**src/rtl/ptw_pte_responder.sv**
```systemverilog
// PTW PTE read responder: two-phase (index, then tag) request port, optional PTE cache, single-outstanding downstream read.
// Optional macro PTW_PTE_CACHE_EN enables the fully-associative PTE cache; without it every tag phase goes downstream.
module ptw_pte_responder #(
  parameter int NrEntries  = 4,
  parameter int IndexWidth = 12,
  parameter int TagWidth   = 44,
  parameter int PLEN       = 56,
  parameter int XLEN       = 64
) (
  input  logic                  clk_i,
  input  logic                  rst_i,
  input  logic                  flush_i,
  input  logic                  req_data_req_i,
  input  logic [IndexWidth-1:0] req_address_index_i,
  output logic                  req_data_gnt_o,
  input  logic [TagWidth-1:0]   req_address_tag_i,
  input  logic                  req_tag_valid_i,
  input  logic                  req_kill_req_i,
  output logic                  req_data_rvalid_o,
  output logic [XLEN-1:0]       req_data_rdata_o,
  output logic                  mem_req_o,
  output logic [PLEN-1:0]       mem_addr_o,
  input  logic                  mem_gnt_i,
  input  logic                  mem_rvalid_i,
  input  logic [XLEN-1:0]       mem_rdata_i
);

  localparam int AddrW = PLEN - 3;
  localparam int PtrW  = (NrEntries > 1) ? $clog2(NrEntries) : 1;

  typedef enum logic [2:0] {IDLE, WAIT_TAG, MEM_REQ, MEM_WAIT, RESP} state_e;

  state_e state_q, state_d;

  logic [IndexWidth-4:0] index_q;
  logic [AddrW-1:0]      addr_q;
  logic [AddrW-1:0]      lookup_addr;
  logic                  killed_q;
  logic                  mem_killed;
  logic [XLEN-1:0]       rdata_q;
  logic                  hit_taken;
  logic [XLEN-1:0]       hit_data;
  logic                  tag_accept;
  logic                  unused_index_bits;

  // Only the 8-byte-aligned part of the address participates in matching.
  assign lookup_addr       = {req_address_tag_i, index_q};
  assign unused_index_bits = ^req_address_index_i[2:0];
  assign tag_accept        = (state_q == WAIT_TAG) && req_tag_valid_i && !req_kill_req_i;
  assign mem_killed        = killed_q || req_kill_req_i;

  assign mem_req_o         = (state_q == MEM_REQ);
  assign mem_addr_o        = {addr_q, 3'b000};
  assign req_data_rvalid_o = (state_q == RESP);
  assign req_data_rdata_o  = rdata_q;

  always_ff @(posedge clk_i) begin
    if (rst_i) begin
      state_q <= IDLE;
    end else begin
      state_q <= state_d;
    end
  end

  always_comb begin
    state_d        = state_q;
    req_data_gnt_o = 1'b0;
    case (state_q)
      IDLE: begin
        req_data_gnt_o = req_data_req_i;
        if (req_data_req_i) state_d = WAIT_TAG;
      end
      WAIT_TAG: begin
        if (req_kill_req_i)       state_d = IDLE;
        else if (req_tag_valid_i) state_d = hit_taken ? RESP : MEM_REQ;
      end
      MEM_REQ: begin
        if (mem_gnt_i) state_d = MEM_WAIT;
      end
      MEM_WAIT: begin
        if (mem_rvalid_i) state_d = mem_killed ? IDLE : RESP;
      end
      RESP:    state_d = IDLE;
      default: state_d = IDLE;
    endcase
  end

  // Request bookkeeping: latched address, kill tracking and the response register.
  always_ff @(posedge clk_i) begin
    if (rst_i) begin
      index_q  <= '0;
      addr_q   <= '0;
      killed_q <= 1'b0;
      rdata_q  <= '0;
    end else begin
      if (state_q == IDLE && req_data_req_i) index_q <= req_address_index_i[IndexWidth-1:3];
      if (tag_accept) begin
        addr_q   <= lookup_addr;
        killed_q <= 1'b0;
        if (hit_taken) rdata_q <= hit_data;
      end
      if ((state_q == MEM_REQ || state_q == MEM_WAIT) && req_kill_req_i) killed_q <= 1'b1;
      if (state_q == MEM_WAIT && mem_rvalid_i && !mem_killed) rdata_q <= mem_rdata_i;
    end
  end

`ifdef PTW_PTE_CACHE_EN
  logic [NrEntries-1:0] valid_q;
  logic [AddrW-1:0]     tag_q  [NrEntries];
  logic [XLEN-1:0]      data_q [NrEntries];
  logic [PtrW-1:0]      ptr_q;
  logic                 no_fill_q;
  logic                 lookup_hit;
  logic                 fill;

  always_comb begin
    lookup_hit = 1'b0;
    hit_data   = '0;
    for (int i = 0; i < NrEntries; i++) begin
      if (valid_q[i] && tag_q[i] == lookup_addr) begin
        lookup_hit = 1'b1;
        hit_data   = data_q[i];
      end
    end
  end

  // A flush coinciding with the tag phase still sees the old entries but must not hit.
  assign hit_taken = lookup_hit && !flush_i;
  assign fill      = (state_q == MEM_WAIT) && mem_rvalid_i && !mem_killed &&
                     mem_rdata_i[0] && !no_fill_q && !flush_i;

  always_ff @(posedge clk_i) begin
    if (rst_i) begin
      valid_q   <= '0;
      ptr_q     <= '0;
      no_fill_q <= 1'b0;
    end else begin
      if (flush_i) begin
        valid_q <= '0;
      end else if (fill) begin
        valid_q[ptr_q] <= 1'b1;
        ptr_q          <= ptr_q + PtrW'(1);
      end
      if (tag_accept) no_fill_q <= flush_i;
      else if ((state_q == MEM_REQ || state_q == MEM_WAIT) && flush_i) no_fill_q <= 1'b1;
    end
  end

  always_ff @(posedge clk_i) begin
    if (fill) begin
      tag_q[ptr_q]  <= addr_q;
      data_q[ptr_q] <= mem_rdata_i;
    end
  end
`else
  logic unused_flush;

  assign hit_taken    = 1'b0;
  assign hit_data     = '0;
  assign unused_flush = flush_i;
`endif

endmodule

```
**config.mk**
```make
export PLATFORM = sky130hd
export DESIGN_NAME = ptw_pte_responder
export DESIGN_NICKNAME = d
export VERILOG_FILES = /design/src/rtl/ptw_pte_responder.sv
export SDC_FILE = /design/constraint.sdc
export NUM_CORES = 1
export LEC_CHECK = 0
export BUFFER_PORTS_ARGS = -buffer_cell sky130_fd_sc_hd__buf_2
export CAP_MARGIN = 20
export CORE_ASPECT_RATIO = 0.75
export CORE_MARGIN = 4
export CORE_UTILIZATION = 43
export DETAILED_ROUTE_END_ITERATION = 7
export PLACE_DENSITY = 0.81
export SLEW_MARGIN = 20
export SYNTH_ARGS = -nofsm -noshare
export SYNTH_HDL_FRONTEND = slang
export SYNTH_SLANG_ARGS = --single-unit
```
**constraint.sdc**
```tcl
create_clock -name clk_i -period 1.32 [get_ports clk_i]
set_input_delay 0.132 -clock clk_i [delete_from_list [all_inputs] [get_ports clk_i]]
set_output_delay 0.132 -clock clk_i [all_outputs]
set_load 0.1 [all_outputs]
```
# ---- After elaboration in Yosys (flattened, before gate mapping)
# Index checks and enable logic that the tools add are counted.
# Widths: inputs -> output; s select.
dict set report op_classes {
  eq_ne 8
  muxes 10
  reduce_logical 13
}
# op count
set op_table {}
lappend op_table {{$mux 3} 6}
lappend op_table {{$pmux 3 s4} 1}
lappend op_table {{$eq 3x2->1 const B} 2}
lappend op_table {{$logic_and 1x1->1} 6}
lappend op_table {{$ne 2x2->1 const B} 2}
lappend op_table {{$reduce_and 4->1} 1}
lappend op_table {{$eq 3x1->1 const B} 1}
lappend op_table {{$eq 3x3->1 const B} 1}
lappend op_table {{$logic_not 3->1} 1}
lappend op_table {{$mux 1} 3}
lappend op_table {{$ne 3x3->1 const B} 1}
lappend op_table {{$logic_not 1->1} 2}
lappend op_table {{$logic_or 1x1->1} 2}
lappend op_table {{$ne 2x1->1 const B} 1}
lappend op_table {{$reduce_bool 2->1} 1}
dict set report word_totals {
  regBits 130
  input_bits 128
  output_inout_bits 123
  elab_cells 36
}

# ---- Depth between registers and ports, before layout
# Gate-level depths: netlist of the first run.
dict set report depth {
  ltp_word 5
  mapped_depth 5
  ltp_nobuf 4
}

# ---- Worst setup path after synthesis of the first run
# No wires, ideal clock.
dict set report synth_timing {
  path_type {register to output}
  startpoint {register state_q[2]}
  endpoint {output req_data_rvalid_o}
  arrival_time_ns 2.658
  required_time_ns 1.188
  slack_ns -1.470
  path_stages_with_launch 2
  path_buffers 0
  path_cell_list {dfxtp_1 nor3b_1}
}
dict set report synth_between {
  elab_chain_len 1
}
# element line_no
set synth_lines {}
lappend synth_lines {{start, declared} 33} ;# state_e state_q, state_d;
lappend synth_lines {{start signal, assigned} 61} ;# state_q <= state_d;
lappend synth_lines {{$eq 3x3->1} 54} ;# assign req_data_rvalid_o = (state_q == RESP);
lappend synth_lines {{end, declared} 19} ;# output logic req_data_rvalid_o,
# No other way between the ends.

# ---- Worst setup path after layout of the first run
dict set report layout_timing {
  startpoint {register state_q[0]}
  endpoint {output req_data_gnt_o}
}
dict set report layout_between {
  elab_chain_len 2
}
# element line_no
set layout_lines {}
lappend layout_lines {{$logic_not 3->1} 68} ;# case (state_q)
lappend layout_lines {{$mux 1} 68}
lappend layout_lines {{end, declared} 15} ;# output logic req_data_gnt_o,
# No other way between the ends.

==> flow_metrics.tcl, run 1 <==
set metrics [dict create \
    status "finished, violations left" \
    failed_checks "negative setup slack" \
    ir_worst_vdd_v 0.0009836 \
    place_ws_ns -0.1326 \
    numCtsBuffers 17 \
    dp.cells 964 \
    switchingPower_uw 2625 \
    first_iter_violations 366 \
    ys_ff_latch 130 \
    p_clk_frac 0.474 \
    crit_path_max_fanout 2 \
    p_per_area_mw_per_mm2 1063 \
    worst_slack_ns -0.4096 \
    drt-pass1-iter-count 4 \
    htree_levels 4 \
    clock-root-buffer "clkbuf_16" \
    synth_cells 584 \
    vias_per_cell 5.032 \
    ys_top_cells_by_area "dfxtp_1 46%, nand2b_1 21%, mux2i_1 12%" \
    hold_viol_final 0 \
    setup_viol 132 \
    grt_remaining_overflow 0 \
    fin_util 0.7985 \
    area_growth_pct 77.74 \
    grt_pass1_wl_um 31010 \
    grt_usage 0.2568 \
    start_util 0.4493 \
    clockBufferDepth 2 \
    nets 1085 \
    yosys.cell_types.count 25 \
    die_area_mm2 0.01500 \
    grt_pass1_vias 5924 \
    antenna_cells 0 \
    pwr-share-seq 0.378 \
    swShare 0.2470 \
    maxCapViolCount 0 \
    synth_top_cell_area_share 0.4625 \
    fp-row-count 35 \
    hpwl_um 10320 \
    wire_per_inst_um 17.91 \
    worstPathCellList "or4b_4, inv_16, buf_16" \
    cts_tree "built" \
    drtAntennaViolNets 0 \
    hold_path_class "in -> reg" \
    cp_top_family "simple AND/OR/NAND/NOR gates" \
    wl_um 20330 \
    clkTransAtPathRegs_ns 0.05 \
    fin_crit_ns 1.730 \
    max_stage_delay_ns 0.61 \
    gp_congestion 0.7725 \
    drv_slew 0 \
    layout.cells.non_filler 1135 \
    tns_ns -22.44 \
    skew_ns 0.009516 \
    die_y_um 107.1 \
    period_share 1.310 \
    clock_sinks 130 \
    antenna_found_initial 0 \
    p_leak_uw 0.004105 \
    yosysSeqAreaShare 0.4625 \
    io_pins 251 \
    max_freq_ghz 0.5782 \
    synth_warnings 0 \
    p_comb_frac 0.148 \
    crit_path_top_delay_cell "or4b_4" \
    portBuffers 243 \
    endpoint_kind "output port" \
    crit_required_ns 1.19 \
    rsz0062_at_grt "true" \
    grt_max_degree 66 \
    criticalPathCategory "reg -> out" \
    vias 5711 \
    coreArea_mm2 0.01252 \
    p_int_uw 8003 \
    syn_area_mm2 0.005627 \
    start_kind "register" \
    fp.dieW_um 140.1 \
    avgSynthCellArea_um2 9.635 \
    clk_latency_ns 0.41 \
    drive_gt1_frac 0.3880 \
    cp.buffers_inverters 2 \
    crit_arrival_ns 1.60 \
    drc_errors 0 \
    synth_largest_area_cell "dfxtp_1" \
]
stage by stage:
stage / area, um2 / power (uW) / hold slack [ns]
4_1_cts: 9804 / 10620 / 0.0001981
3_3_place_gp: 7188 / 5169 / 0.3817
3_5_place_dp: 7188 / 5175 / 0.3789
2_1_floorplan: 5741 / 4836 / 0.2589
6_report: 10000 / 10630 / 0.005897
5_1_grt: 10000 / 10980 / 0.01544
power by group through the flow:
stage | Combinational [uW] | Sequential (uW) | Clock (uW)
5_1_grt | 1660 | 4030 | 5300
2_1_floorplan | 464 | 4370 | 0
3_5_place_dp | 1070 | 4100 | 0
3_3_place_gp | 1070 | 4100 | 0
6_report | 1570 | 4020 | 5040
4_1_cts | 1510 | 4020 | 5090
layout by cell type (no fill, tap or decap), types with 2 or more instances in the layout:
cell type | synthesis | routed
clkbuf_16 | 0 | 18
mux2i_4 | 0 | 2
a21oi_1 | 11 | 10
buf_16 | 0 | 14
clkbuf_4 | 0 | 83
bufinv_16 | 0 | 4
clkinvlp_4 | 0 | 2
buf_2 | 7 | 131
buf_8 | 0 | 7
o21ai_2 | 0 | 6
buf_12 | 0 | 16
nand2b_4 | 0 | 2
mux2i_1 | 65 | 60
dlygate4sd3_1 | 0 | 97
nand2_1 | 18 | 9
clkbuf_8 | 0 | 2
buf_6 | 0 | 18
buf_4 | 10 | 40
dfxtp_4 | 0 | 3
conb_1 | 1 | 3
o21ai_1 | 2 | 47
clkinv_4 | 0 | 4
mux2i_2 | 0 | 3
nand4b_1 | 54 | 54
dfxtp_1 | 130 | 127
nand2_2 | 0 | 9
nand2b_1 | 185 | 183
state kept, by name (all words and copies together) (netlist names):
register / flops
req_data_rdata_o: 64
addr_q: 53
index_q: 9
state_q: 3
killed_q: 1
repair_timing:
action                                 in CTS  in global routing
endpoints found under the hold margin      97                  0
pin swaps                                  10                  8
setup buffers                              28                 12
cloned                                     18                  1
hold buffers                               97                  0
gates resized for setup                    89                117
setup endpoints to repair                 156                215
cells by family (layout without fill, tap and decap cells):
kind of cell,after synthesis,after routing,synth area share
simple gates,264,264,0.3129
other cells,1,3,0.0006665
mux,65,65,0.1156
buf+inv,57,440,0.04625
compound gates,67,67,0.06204
flops,130,130,0.4625
synthesized netlist by cell type:
cell type and count:
nand2b_1 185, dfxtp_1 130, mux2i_1 65, nand4b_1 54, o21ai_0 51, clkbuf_1 37, nand2_1 18, a21oi_1 11
buf_4 10, buf_2 7, o21ai_1 2, and2_1 1, buf_1 1, conb_1 1, inv_1 1, inv_2 1
nor2_1 1, nor3_1 1, nor3b_1 1, nor4_1 1, nor4b_4 1, o21ba_2 1, o32a_1 1, o32ai_1 1
or4b_1 1
per-layer routing:
layer | GRT usage | part of all wire | vias up
met1 | 0.3074 | 0.39 | 2705
met5 | 0 | 0 | -
met4 | 0.1037 | 0.036 | 0
met2 | 0.4540 | 0.51 | 216
met3 | 0.04993 | 0.055 | 57
li1 | - | - | 2733
tightest hold or removal path, delay by kind of cell:
kind / cells / cell delay (ns)
mux: 1 / 0.07
simple gates: 1 / 0.06
buf+inv: 1 / 0.09
cell type report:
type / count / area (um2)
inverter: 2 / 23.77
timing repair buffer: 407 / 3588
clock inverter: 12 / 181.4
clock buffer: 19 / 452.9
multi-input combinational: 399 / 2933
fill: 739 / 2524
sequential: 130 / 2614
tap: 166 / 207.7
path summary, 6_finish.rpt:
path | to | slack [ns] | from | depth (start not counted)
max | req_data_gnt_o | -0.41 | state_q[0] | 3
min | req_data_rdata_o[0] | 0.006 | mem_rdata_i[0] | 3
min reg2reg | index_q[4] | 0.46 | index_q[4] | 2
max reg2reg | addr_q[8] | -0.27 | state_q[0] | 9
No activity file was read; power rests on OpenSTA's default activity.
==> inputs of run 2 (changes only) <==
--- a/config.mk
+++ b/config.mk
@@ -5,7 +5,7 @@
 export SDC_FILE = /design/constraint.sdc
 export NUM_CORES = 1
 export LEC_CHECK = 0
-export BUFFER_PORTS_ARGS = -buffer_cell sky130_fd_sc_hd__buf_2
+export BUFFER_PORTS_ARGS = -buffer_cell sky130_fd_sc_hd__buf_4
 export CAP_MARGIN = 20
 export CORE_ASPECT_RATIO = 0.75
 export CORE_MARGIN = 4
==> run 2 against run 1 <==
  * The flow still finishes with violations (negative setup slack)
  * Cell count is 1.9% lower
  * Maximum frequency is 0.40% lower
  * Register-to-register slack worse by 0.08 ns
  * Via count is 1.5% higher
  * Hold slack better by 0.0059 ns
  * Largest power group unchanged
  * Highest routed layer unchanged
  * Design area is 2.7% higher
  * Utilization is 2.1 points higher
  * Die area stayed put
  * Worst setup slack worse by 0.0069 ns
==> flow_metrics.tcl, run 2 (synthesis gave the netlist of run 1 again) <==
set metrics [dict create \
    status "finished, violations left" \
    failed_checks "negative setup slack" \
    wl_um 20620 \
    power_uw 10170 \
    portBuffers 243 \
    reg2reg_slack_ns -0.35 \
    tns_ns -35.54 \
    period_share 1.316 \
    register_area_mm2 0.002611 \
    drtAntennaViolNets 0 \
    die_area_mm2 0.01500 \
    crit_path_max_fanout 2 \
    crit_arrival_ns 1.60 \
    io_pins 251 \
    skew_ns 0.009301 \
    grt_pass1_wl_um 30760 \
    coreArea_mm2 0.01252 \
    fp-row-count 35 \
    grt_max_degree 63 \
    design_area_mm2 0.01027 \
    r2r_start "state_q[1]" \
    antenna_cells 0 \
    multi_input_area_mm2 0.003142 \
    drive_gt1_frac 0.4583 \
    grt_pass1_vias 6007 \
    timing.rr.end "addr_q[40]" \
    place_ws_ns -0.1698 \
    first_iter_violations 266 \
    hpwl_um 11600 \
    cp_num_cells 3 \
    fin_crit_ns 1.737 \
    ir_worst_vdd_v 0.0008359 \
    setup_viol 132 \
    antenna_found_initial 0 \
    clk_latency_ns 0.40 \
    cp-startpoint "state_q[1]" \
    fp.dieW_um 140.1 \
    place_area_mm2 0.007844 \
    largest_reg_flops 64 \
    max_stage_delay_ns 0.62 \
    clock-root-buffer "clkbuf_16" \
    nets 1062 \
    htree_levels 4 \
    vias 5797 \
    clockBufferDepth 2 \
    layout_commonest_cell "buf_4" \
    cp.buffers_inverters 2 \
    grt_remaining_overflow 0 \
    rr_worst_depth 7 \
    layout_common_cells "252 x buf_4, 183 x nand2b_1, 127 x dfxtp_1" \
    max_freq_ghz 0.5759 \
    drc_errors 0 \
    grt_usage 0.2519 \
    cp_top_family "simple AND/OR/NAND/NOR gates" \
    area_growth_pct 82.52 \
    crit_path_end "req_data_gnt_o" \
    crit_path_top_delay_cell "or4b_4" \
    rsz0062_at_grt "true" \
    endpoint_kind "output port" \
    start_kind "register" \
    p_per_area_mw_per_mm2 990.3 \
    drt-pass1-iter-count 5 \
    criticalPathCategory "reg -> out" \
    worstPathCellList "or4b_4, inv_16, buf_16" \
    clkTransAtPathRegs_ns 0.06 \
    fin_util 0.8200 \
    hold_viol_final 0 \
    drv_slew 0 \
    vias_per_cell 5.208 \
    hold_path_class "in -> reg" \
    p_leak_uw 0.004243 \
    cts_tree "built" \
    num-fill-cells 716 \
    worst_slack_ns -0.4165 \
    wire_per_inst_um 18.53 \
    maxCapViolCount 0 \
    start_util 0.4493 \
    numCtsBuffers 17 \
    gp_congestion 0.8175 \
    clock_sinks 130 \
    die_y_um 107.1 \
    crit_required_ns 1.19 \
]
[run 2: cell count changes in the layout (fill, tap and decap cells not counted), sizes merged]
cell	delta
dlygate4sd3	-31
inv	-1
bufinv	-3
clkbuf	-78
clkinvlp	+1
buf	+90
[run 2: how the worst min path moves through the flow]
| stage | startpoint | end | slack, ns | cells past startpoint |
|---|---|---|---|---|
| after floorplan | req_address_index_i[3] | index_q[0] | 0.26 | 2 |
| after global placement | req_address_tag_i[28] | addr_q[37] | 0.38 | 3 |
| after detailed placement | req_address_index_i[5] | index_q[2] | 0.39 | 3 |
| after CTS | mem_rdata_i[9] | req_data_rdata_o[9] | 0.0001 | 3 |
| after global routing | mem_rdata_i[33] | req_data_rdata_o[33] | 0.002 | 3 |
| final | mem_rdata_i[23] | req_data_rdata_o[23] | 0.01 | 3 |
[run 2: where the power goes]
part,switching [uW],internal (uW),total [uW]
Sequential,40.6,3980,4020
Clock,1710,2730,4440
Combinational,845,858,1700
[run 2: cell type report]
type / instances / area share
multi-input cells: 399 / 0.3059
well taps: 166 / 0.02022
inverters: 2 / 0.002315
clock buffers: 23 / 0.04654
flip-flops and latches: 130 / 0.2543
repair buffers: 384 / 0.3628
clock inverters: 9 / 0.007919
[run 2: metrics by stage]
step,hold WS [ns],cells
floorplan,0.2589,586
CTS,0.00009737,1117
global placement,0.3837,970
detailed placement,0.3881,970
finish,0.01183,1113
global route,0.001696,1113
[run 2: metal layers]
layer  wire length, um  track usage  vias to the layer above
li1                  -            -                     2690
met1              7945       0.2929                     2756
met2             10620       0.4437                      277
met3              1192      0.05172                       74
met4               857       0.1231                        0
met5                 0            0                        -
[run 2: repair_timing]
| item | in CTS | in global routing |
|---|---|---|
| endpoints found under the setup margin | 132 | 133 |
| buffers inserted | 35 | 16 |
| endpoints found under the hold margin | 65 | 1 |
| gates cloned | 16 | 2 |
| pin swaps | 10 | 13 |
| hold buffers | 65 | 1 |
| gates resized for setup | 91 | 74 |
[run 2: worst reg2reg max path, delay by kind of cell (launching register included)]
family                 cells  cell delay (ns)
AO/OA/AOI/OAI              1             0.07
buffers and inverters      4             0.50
flip-flops                 1             0.33
AND/OR/NAND/NOR            2             0.66
==> inputs of run 3 (changes only) <==
--- a/config.mk
+++ b/config.mk
@@ -6,12 +6,13 @@
 export NUM_CORES = 1
 export LEC_CHECK = 0
 export BUFFER_PORTS_ARGS = -buffer_cell sky130_fd_sc_hd__buf_4
-export CAP_MARGIN = 20
+export CELL_PAD_IN_SITES_DETAIL_PLACEMENT = 0
+export CELL_PAD_IN_SITES_GLOBAL_PLACEMENT = 1
 export CORE_ASPECT_RATIO = 0.75
 export CORE_MARGIN = 4
-export CORE_UTILIZATION = 43
+export CORE_UTILIZATION = 31
 export DETAILED_ROUTE_END_ITERATION = 7
-export PLACE_DENSITY = 0.81
+export PLACE_DENSITY = 0.8
 export SLEW_MARGIN = 20
 export SYNTH_ARGS = -nofsm -noshare
 export SYNTH_HDL_FRONTEND = slang
==> run 3 against run 2 <==
  * The flow still finishes with violations (negative setup slack)
  * Via count is 3.8% lower
  * Clock-buffer cell count is 2 lower
  * Clock power rose by 21%
  * Wire length shrank 3.9%
  * Clock skew is 0.0062 ns higher
  * Register-to-register slack got worse by 0.02 ns
  * Design area rose by 5.4%
  * Total power grew 9.6%
  * Utilization shrank 21 points
  * Global-route usage is 6.4 points lower
  * Cell count rose by 11%
  * Sequential power about the same
==> flow_metrics.tcl, run 3 (synthesis gave the netlist of run 1 again) <==
set metrics [dict create \
    status "finished, violations left" \
    failed_checks "negative setup slack" \
    wire_per_inst_um 16.04 \
    layout_common_cells "256 x buf_4, 183 x nand2b_1, 127 x dfxtp_1" \
    clockBufferDepth 2 \
    start_kind "register" \
    die_area_mm2 0.02039 \
    gp_congestion 0.7652 \
    max_freq_ghz 0.5735 \
    min-delay-start "req_address_tag_i[35]" \
    grt_pass1_wl_um 30820 \
    maxCapViolCount 0 \
    tns_ns -31.48 \
    rsz0062_at_grt "true" \
    numCtsBuffers 17 \
    fin_crit_ns 1.744 \
    drc_errors 0 \
    hold_ws_ns 0.008831 \
    drt-pass1-iter-count 4 \
    grt_usage 0.1883 \
    antenna_cells 0 \
    htree_levels 4 \
    p_leak_uw 0.004440 \
    grt_max_degree 85 \
    clkTransAtPathRegs_ns 0.06 \
    layout.cells.non_filler 1236 \
    io_pins 251 \
    grt_remaining_overflow 0 \
    fp-row-count 42 \
    clock-root-buffer "clkbuf_16" \
    p_per_area_mw_per_mm2 1030 \
    drv_slew 0 \
    hold_viol_final 0 \
    drive_gt1_frac 0.4125 \
    vias_per_cell 4.510 \
    fin_util 0.6112 \
    portBuffers 243 \
    crit_required_ns 1.19 \
    nets 1109 \
    fp.dieW_um 163.6 \
    drtAntennaViolNets 0 \
    dp.cells 1048 \
    area_growth_pct 92.37 \
    place_ws_ns -0.1741 \
    crit_path_max_fanout 2 \
    coreArea_mm2 0.01771 \
    cts_tree "built" \
    setup_viol 132 \
    hpwl_um 11060 \
    grt_pass1_vias 5905 \
    criticalPathCategory "reg -> out" \
    skew_ns 0.01554 \
    largest_reg_flops 64 \
    crit_arrival_ns 1.61 \
    cp-startpoint "state_q[2]" \
    layout_commonest_cell "buf_4" \
    ir_worst_vdd_v 0.0006149 \
    endpoint_kind "output port" \
    clock_sinks 130 \
    clk_latency_ns 0.42 \
    r2r_start "state_q[2]" \
    die_y_um 124.7 \
    antenna_found_initial 0 \
    vias 5574 \
    hold_path_class "in -> reg" \
    start_util 0.3177 \
    worst_slack_ns -0.4236 \
    wl_um 19820 \
    first_iter_violations 250 \
    period_share 1.321 \
]
## run 3: report_power, final
group	switching (uW)	internal, uW
clock network	1860	3520
registers	37.0	3980
logic	827	915
## run 3: worst max-delay path: stages (launching register included)
cell and delay, ns:
dfxtp_4 0.34, or4b_4 0.61, inv_16 0.09, buf_16 0.16
## run 3: through the flow
step                power [uW]  instance area, um2
floorplan                 4836                5741
global placement          5322                7966
detailed placement        5324                7966
CTS                      11240               10820
global route             11530               10820
finish                   11140               10820
## run 3: cell type report
cell class                      instances  area, um2
Clock buffer                           21      470.5
Clock inverter                         11      200.2
Fill cell                            1423       6885
Inverter                                2      23.77
Multi-Input combinational cell        399       3020
Sequential cell                       130       2611
Tap cell                              242      302.8
Timing Repair Buffer                  431       4195
## run 3: final timing paths
| check | endpoint | slack [ns] | depth (start not counted) |
|---|---|---|---|
| worst max-delay path | req_data_gnt_o | -0.42 | 3 |
| worst min-delay path | addr_q[44] | 0.009 | 3 |
| worst min register to register | index_q[6] | 0.46 | 2 |
| worst max register to register | addr_q[38] | -0.37 | 9 |
## run 3: layer usage
| layer | wire length, um | GRT usage | part of all wire | up-vias |
|---|---|---|---|---|
| met5 | 0 | 0 | 0 | - |
| met4 | 378 | 0.07051 | 0.019 | 0 |
| met3 | 1274 | 0.05359 | 0.064 | 29 |
| met2 | 9242 | 0.2983 | 0.47 | 176 |
| met1 | 8928 | 0.2434 | 0.45 | 2592 |
| li1 | - | - | - | 2777 |
## run 3: repair_timing
item | CTS | global route
pin swaps | 5 | 13
hold buffers | 114 | 0
hold endpoints to repair | 114 | 0
setup buffers | 31 | 15
gates resized for setup | 62 | 65
endpoints found under the setup margin | 129 | 132
cloned | 18 | 1
